### src/rtl/posit_pkg.sv
// Shared posit helpers for the multiplier issue queue: special-value tests and the
// operand pair type at the default 32-bit posit width.
package posit_pkg;

    localparam int unsigned POSIT_N     = 32;
    localparam int unsigned POSIT_MAX_N = 64;

    typedef struct packed {
        logic [POSIT_N-1:0] a;
        logic [POSIT_N-1:0] b;
    } posit_pair_t;

    // Callers zero-extend their N-bit word to POSIT_MAX_N and pass N.
    function automatic logic is_zero(input logic [POSIT_MAX_N-1:0] x);
        return x == '0;
    endfunction

    // NaR is the sign bit alone: bit n-1 set, every lower bit clear.
    function automatic logic is_nar(input logic [POSIT_MAX_N-1:0] x, input int unsigned n);
        logic hit;
        hit = 1'b1;
        for (int unsigned i = 0; i < POSIT_MAX_N; i++) begin
            if (i + 1 < n) begin
                hit &= ~x[i];
            end else if (i + 1 == n) begin
                hit &= x[i];
            end
        end
        return hit;
    endfunction

endpackage

### src/rtl/posit_pair_fifo.sv
// Operand-pair FIFO: DEPTH entries of {a,b}, power-of-two pointers that wrap naturally,
// and an occupancy counter that drives full/empty.
module posit_pair_fifo #(
    parameter int N     = 32,
    parameter int DEPTH = 4
) (
    input  logic                     clk,
    input  logic                     nReset,
    input  logic                     push,
    input  logic [N-1:0]             wr_a,
    input  logic [N-1:0]             wr_b,
    input  logic                     pop,
    output logic [N-1:0]             head_a,
    output logic [N-1:0]             head_b,
    output logic                     full,
    output logic                     empty,
    output logic [$clog2(DEPTH):0]   level
);

    localparam int PTR_W = $clog2(DEPTH);
    localparam int LVL_W = PTR_W + 1;

    typedef struct packed {
        logic [N-1:0] a;
        logic [N-1:0] b;
    } pair_t;

    pair_t              mem_q [DEPTH];
    pair_t              mem_d [DEPTH];
    logic [PTR_W-1:0]   wr_ptr_q, wr_ptr_d;
    logic [PTR_W-1:0]   rd_ptr_q, rd_ptr_d;
    logic [LVL_W-1:0]   level_q, level_d;
    logic               push_ok, pop_ok;

    assign full    = (level_q == LVL_W'(DEPTH));
    assign empty   = (level_q == '0);
    assign push_ok = push && !full;
    assign pop_ok  = pop && !empty;

    // NOTE: every signal written here gets its default first, so no path leaves one unassigned and no latch is inferred.
    always_comb begin
        mem_d    = mem_q;
        wr_ptr_d = wr_ptr_q;
        rd_ptr_d = rd_ptr_q;
        level_d  = level_q;
        if (push_ok) begin
            mem_d[wr_ptr_q] = '{a: wr_a, b: wr_b};
            wr_ptr_d        = wr_ptr_q + PTR_W'(1);
        end
        if (pop_ok) begin
            rd_ptr_d = rd_ptr_q + PTR_W'(1);
        end
        case ({push_ok, pop_ok})
            2'b10:   level_d = level_q + LVL_W'(1);
            2'b01:   level_d = level_q - LVL_W'(1);
            default: level_d = level_q;
        endcase
    end

    // NOTE: storage has no reset; an entry is only read once level says it was written, and the top masks the head while empty.
    always_ff @(posedge clk) begin
        mem_q <= mem_d;
    end

    // NOTE: state registers use non-blocking assignment so every flop samples pre-edge values regardless of block order.
    always_ff @(posedge clk or negedge nReset) begin
        if (!nReset) begin
            wr_ptr_q <= '0;
            rd_ptr_q <= '0;
            level_q  <= '0;
        end else begin
            wr_ptr_q <= wr_ptr_d;
            rd_ptr_q <= rd_ptr_d;
            level_q  <= level_d;
        end
    end

    assign head_a = mem_q[rd_ptr_q].a;
    assign head_b = mem_q[rd_ptr_q].b;
    assign level  = level_q;

endmodule

### src/rtl/posit_mul_issue_queue.sv
// Operand staging and result capture around the external combinational posit multiplier;
// zero/NaR operands bypass the multiplier output.
module posit_mul_issue_queue
    import posit_pkg::*;
#(
    parameter int N     = 32,
    parameter int ES    = 4,
    parameter int DEPTH = 4
) (
    input  logic                     clk,
    input  logic                     nReset,
    input  logic                     in_valid,
    output logic                     in_ready,
    input  logic [N-1:0]             in_a,
    input  logic [N-1:0]             in_b,
    output logic [N-1:0]             mul_in1,
    output logic [N-1:0]             mul_in2,
    input  logic [N-1:0]             mul_out,
    output logic                     out_valid,
    input  logic                     out_ready,
    output logic [N-1:0]             out_result,
    output logic                     out_special,
    output logic [$clog2(DEPTH):0]   level
);

    localparam logic [N-1:0] NAR_WORD = {1'b1, {(N-1){1'b0}}};

    if (DEPTH < 2 || (DEPTH & (DEPTH - 1)) != 0) begin : g_bad_depth
        $error("posit_mul_issue_queue: DEPTH must be a power of two and at least 2");
    end
    if (ES >= N - 1 || N > int'(POSIT_MAX_N)) begin : g_bad_width
        $error("posit_mul_issue_queue: unsupported N/ES combination");
    end

    logic           push, pop, full, empty;
    logic [N-1:0]   head_a, head_b;
    logic [N-1:0]   byp_result;
    logic           byp_special;
    logic           out_valid_q, out_valid_d;
    logic [N-1:0]   out_result_q, out_result_d;
    logic           out_special_q, out_special_d;

    // A full queue refuses the push even when a pop frees a slot on the same edge.
    assign in_ready = !full;
    assign push     = in_valid && in_ready;
    assign pop      = !empty && (!out_valid_q || out_ready);

    posit_pair_fifo #(
        .N     (N),
        .DEPTH (DEPTH)
    ) u_fifo (
        .clk    (clk),
        .nReset (nReset),
        .push   (push),
        .wr_a   (in_a),
        .wr_b   (in_b),
        .pop    (pop),
        .head_a (head_a),
        .head_b (head_b),
        .full   (full),
        .empty  (empty),
        .level  (level)
    );

    assign mul_in1 = empty ? '0 : head_a;
    assign mul_in2 = empty ? '0 : head_b;

    // NaR dominates zero: NaR x 0 is NaR.
    always_comb begin
        byp_result  = mul_out;
        byp_special = 1'b0;
        if (is_nar(POSIT_MAX_N'(head_a), N) || is_nar(POSIT_MAX_N'(head_b), N)) begin
            byp_result  = NAR_WORD;
            byp_special = 1'b1;
        end else if (is_zero(POSIT_MAX_N'(head_a)) || is_zero(POSIT_MAX_N'(head_b))) begin
            byp_result  = '0;
            byp_special = 1'b1;
        end
    end

    always_comb begin
        out_valid_d   = out_valid_q;
        out_result_d  = out_result_q;
        out_special_d = out_special_q;
        if (pop) begin
            out_valid_d   = 1'b1;
            out_result_d  = byp_result;
            out_special_d = byp_special;
        end else if (out_ready) begin
            out_valid_d   = 1'b0;
        end
    end

    always_ff @(posedge clk or negedge nReset) begin
        if (!nReset) begin
            out_valid_q   <= 1'b0;
            out_result_q  <= '0;
            out_special_q <= 1'b0;
        end else begin
            out_valid_q   <= out_valid_d;
            out_result_q  <= out_result_d;
            out_special_q <= out_special_d;
        end
    end

    assign out_valid   = out_valid_q;
    assign out_result  = out_result_q;
    assign out_special = out_special_q;

endmodule
### config.mk
export PLATFORM = sky130hd
export DESIGN_NAME = posit_mul_issue_queue
export DESIGN_NICKNAME = d
export VERILOG_FILES = /design/src/rtl/posit_pkg.sv /design/src/rtl/posit_pair_fifo.sv /design/src/rtl/posit_mul_issue_queue.sv
export SDC_FILE = /design/constraint.sdc
export NUM_CORES = 1
export LEC_CHECK = 0
export ABC_AREA = 1
export BUFFER_PORTS_ARGS = -buffer_cell sky130_fd_sc_hd__buf_2
export CAP_MARGIN = 5
export CORE_MARGIN = 10
export CORE_UTILIZATION = 51
export DETAILED_ROUTE_END_ITERATION = 10
export GPL_TIMING_DRIVEN = 0
export PLACE_DENSITY = 0.73
export SYNTH_ARGS = -nofsm -noshare
export SYNTH_HDL_FRONTEND = slang
export SYNTH_HIERARCHICAL = 1
export SYNTH_SLANG_ARGS = --single-unit
### constraint.sdc
create_clock -name clk -period 11.95 [get_ports clk]
set_clock_uncertainty 0.1 [all_clocks]
set_input_delay 1.7925 -clock clk [delete_from_list [all_inputs] [get_ports clk]]
set_output_delay 1.7925 -clock clk [all_outputs]
set_load 0.01 [all_outputs]
Yosys cells after proc, flatten, opt, wreduce, memory -nomap -nowiden. Cells that the tools add are included.

Flip-flop bits (word level): 297. Input port bits: 100. Output and inout bits: 102. Logic and storage cells: 181.

Add/sub/neg operators: 4. Order comparisons: 3. Eq/ne operators: 3. Muxes and demuxes: 15. Bitwise logic cells: 126. Reductions and logical operators: 16.

Operator list (count): 256-bit bitwise mux (1); 64-bit two-way mux (3); 64-bit binary-select mux with 2-bit select (1); 64-bit demux with 2-bit select (1); 32-bit two-way mux (4); 32-bit zero test (2); 1-bit AND (62); 1-bit NOT (62); 3-bit greater-or-equal comparator, second input constant (2); 2-bit NOT with 3-bit output (2); 3-bit case mux with 2 select lines (1); 1-bit logical AND (5); 2-bit by 1-bit adder with 2-bit output, second input constant (2); 1-bit two-way mux (4); 2-bit nonzero test (2); 3-bit by 1-bit adder with 3-bit output, second input constant (1); 3-bit equality test, second input constant (1); 1-bit zero test (3); 3-bit zero test (1); 1-bit logical OR (3); 3-bit by 1-bit less-than comparator with 1-bit output, second input constant (1); 3-bit by 1-bit subtractor with 3-bit output, second input constant (1); 2-bit by 1-bit equality test with 1-bit output, second input constant (1); 2-bit equality test, second input constant (1).

Longest topological paths before layout.
Depth after elaboration: 38. Mapped depth: 17. Gate-level depth less buffers: 14.

By module. The synthesis kept the hierarchy.

By module, submodules not included: posit_pair_fifo (instances 1, cells an instance 808, area an instance 10642.7 sq um, sequential area each 7862.5 sq um); posit_mul_issue_queue (instances 1, cells an instance 415, area an instance 2466.1 sq um, sequential area each 850.8 sq um).

Worst setup path after synthesis. No wires, ideal clock.

Path kind: in2reg. From: input in_valid. To: register u_fifo/mem_q[0] (netlist bit), enable pin. Library setup time: 0.487 ns. Arrival time: 4.812 ns. Required time: 11.363 ns. Slack: 6.551 ns. Stages on the path: 4. Buffers on the path: 0. Path through: inv_1 > nor2_1 > nand2_1 > nor2_1.

Word-level cells in the longest chain between the ends: 2.

Ends and longest elaborated chain: start: declaration (line posit_mul_issue_queue.sv:12) `input logic in_valid,`; 1-bit logical AND (line posit_mul_issue_queue.sv:45) `assign push = in_valid && in_ready;`; net push (line posit_mul_issue_queue.sv:35) `logic push, pop, full, empty;`; 1-bit logical AND (line posit_pair_fifo.sv:37) `assign push_ok = push && !full;`; end signal: assignment (line posit_pair_fifo.sv:62) `mem_q <= mem_d;`; end: declaration (line posit_pair_fifo.sv:28) `pair_t mem_q [DEPTH];`.

The timed path passes the listed nets, and every way through them passes these cells. A chain may end at the register's enable or synchronous reset.

Worst setup path after layout.
From: register u_fifo.level_q[0] (netlist: u_fifo/level[0]). To: output mul_in2[0].

Word-level cells in the longest chain between the ends: 2.

Ends and longest elaborated chain: start: declaration (line posit_pair_fifo.sv:32) `logic [LVL_W-1:0] level_q, level_d;`; start signal: assignment (line posit_pair_fifo.sv:74) `level_q <= level_d;`; 3-bit zero test (line posit_pair_fifo.sv:36) `assign empty = (level_q == '0);`; net empty (line posit_mul_issue_queue.sv:35); 32-bit two-way mux (line posit_mul_issue_queue.sv:66) `assign mul_in2 = empty ? '0 : head_b;`; end: declaration (line posit_mul_issue_queue.sv:17) `output logic [N-1:0] mul_in2,`.

The timed path passes the listed nets, and every way through them passes these cells.

==> results.toml <==
[cells_and_area]
fin_cells = 1818
final_area_sq_um = 15710
syn2layout_area_growth_pct = 19.87
fillers = 2029
utilization = 0.6222
nNetsFinal = 1570
drive_gt1_frac = 0.2195
final_common_cell = "nand2_1"
final_cell_mix = "nand2_1 (312), edfxtp_1 (256), inv_1 (222)"

[yosys]
synthCells = 1223
yosysWarnings = 6
syn_area_per_cell_sq_um = 10.72
syn-num-nets = 1329
ys_types = 25
ys_seq_area_frac = 0.6647
yosys_register_bits = 297
syn_area_sq_um = 13110

[timing]
final_hold_viol_count = 0
setup_viol = 0
fin_setup_tns_ns = 0
period_minus_slack_ns = 4.857
min_period_over_period = 0.4064
relSlewSlack = 0.3922
max_freq_ghz = 0.2059
drv_slew = 0
rsz0062_at_grt = "no"
worst_pin_slew_ns = 0.9118

[worst_setup_path]
required_ns = 10.06
reg2reg_from = "u_fifo/level[0]"
worst-r2r-setup-slack_ns = 9.13
critPathMaxFanout = 10
critPathCaptureType = "primary output"
r2r-end = "u_fifo/mem_q[207]"
path_class = "reg -> out"
rr_worst_depth = 8
start_kind = "flip-flop"
crit_arrival_ns = 2.96

[route]
ant_nets = 0
wl_met2_microns = 15540
post_drt_wl_per_cell_microns = 17.72
drc = 0
wl_microns = 32220
met1_length_microns = 13460
vias = 9227
via_per_inst = 5.075
top_layer = "met5"
wl_met3_microns = 2485
first_pass_iters = 6
drtIter0Drc = 646

[global_routing]
grt_max_degree = 42
grt_pass1_vias = 9276
grt_pass1_wl_microns = 50160
grt_overflow_total = 0
grt_antenna_before_repair = 8
track_usage = 0.1920

[clock_tree]
holdBufCountCts = 0
clock_sinks = 297
htreeDepth = 1
cts-resized-gates = 0
numCtsBuffers = 30
insertion_delay_ns = 0.56
post-cts-setup-buffers = 0
cts_tree = "yes"
clk_pin_slew_ns = 0.06
clk_path_buf_depth = 3
root_buffer = "clkbuf_16"

[floorplan]
coreArea_sq_um = 25250
design.die.area_sq_um = 32520
pin_count = 202
core.rowCount = 58
dieHeight_microns = 180.3
initial_core_util = 0.5191
fp.dieW_microns = 180.3

[outcome]
status = "complete, no violations"

[place]
port_buffers = 201
dpl_cell_area_sq_um = 14720
place_hpwl_microns = 22640
gp_congestion = 0.8775
place_inst = 1762

[hold_path]
hold_end = "out_result[19]"
hold_start = "out_result[19]"
hp-class = "reg -> reg"
hold_depth = 2

[pwr]
peakVddDrop_v = 0.0001796
power_density_nw_per_um2 = 270.3
totalPowerFinal_mw = 4.247
p_leak_nw = 6.964

[run]
cap_viol_max_count = 0
## worst max-delay path: stages, from the launching register on
cell and delay, ns:
dfrtp_1 0.42, inv_1 0.13, nand3_1 0.20, inv_1 0.18, clkbuf_1 0.63, clkbuf_1 0.53
nor2_1 0.14, buf_2 0.17
## routing by layer
layer	up-vias	GRT usage
li1	4507	-
met1	4337	0.2371
met2	317	0.3297
met3	56	0.04759
met4	10	0.04987
met5	-	0
## layout make-up
type	count	area (sq um)	share of cell area
antenna	3	7.507	0.0004777
buffer	57	410.4	0.02612
clock buffer	35	790.8	0.05032
clock inverter	18	197.7	0.01258
inverter	224	840.8	0.05351
multi-input combinational	645	3174	0.2020
sequential	297	8713	0.5545
tap	330	412.9	0.02628
timing repair buffer	209	1166	0.07421
## sequential cells by signal, summed over array words and instances, names as in the netlist
signal / cells
u_fifo/wr_ptr_q: 2
u_fifo/rd_ptr_q: 2
u_fifo/level: 3
out_result: 32
out_valid: 1
u_fifo/mem_q: 256
out_special: 1
## worst max path at each step
stage                    startpoint  cells after the start  slack (ns)               end
floorplan                  in_valid                      4        6.55   u_fifo/mem_q[0]
global placement           in_valid                      5        4.12  u_fifo/mem_q[71]
detailed placement  u_fifo/level[0]                      7        7.62        mul_in2[0]
CTS                 u_fifo/level[0]                      7        7.02        mul_in2[0]
global route        u_fifo/level[0]                      7        6.89        mul_in2[0]
finish              u_fifo/level[0]                      7        7.09        mul_in2[0]
## cell usage after synthesis (all sizes together)
cell type	n	area, sq um
xnor2	1	8.760
nor2	142	540.5
edfxtp	256	7687
o21ai	25	196.4
ha	5	62.56
nand3	18	95.09
a21oi	1	8.760
o211ai	128	960.9
buf	45	365.3
nand2	314	1189
fa	1	20.02
dfrtp	41	1026
clkbuf	12	45.04
nand4	10	62.56
inv	224	840.8
## power by group
group	switching (mW)	leakage, nW	total (mW)	internal (mW)
Clock	0.377	0.471	0.933	0.556
Sequential	0.0722	2.84	1.46	1.39
Combinational	1.23	3.66	1.86	0.627
## logic make-up after synthesis
logic type	count (synthesis)	synth area share
flops	297	0.6647
fa+ha+maj	6	0.006300
xor+xnor	1	0.0006683
simple gates	484	0.1439
compound gates	154	0.08896
buf+inv	281	0.09545
## stage by stage
stage                     worst slack, ns  hold WS (ns)
after floorplan                     6.551        0.3826
after global placement              4.118        0.3585
after detailed placement            7.618        0.3606
after CTS                           7.016        0.3771
after global routing                6.890        0.3971
final                               7.093        0.3728
(Power assumes the default switching activity.)
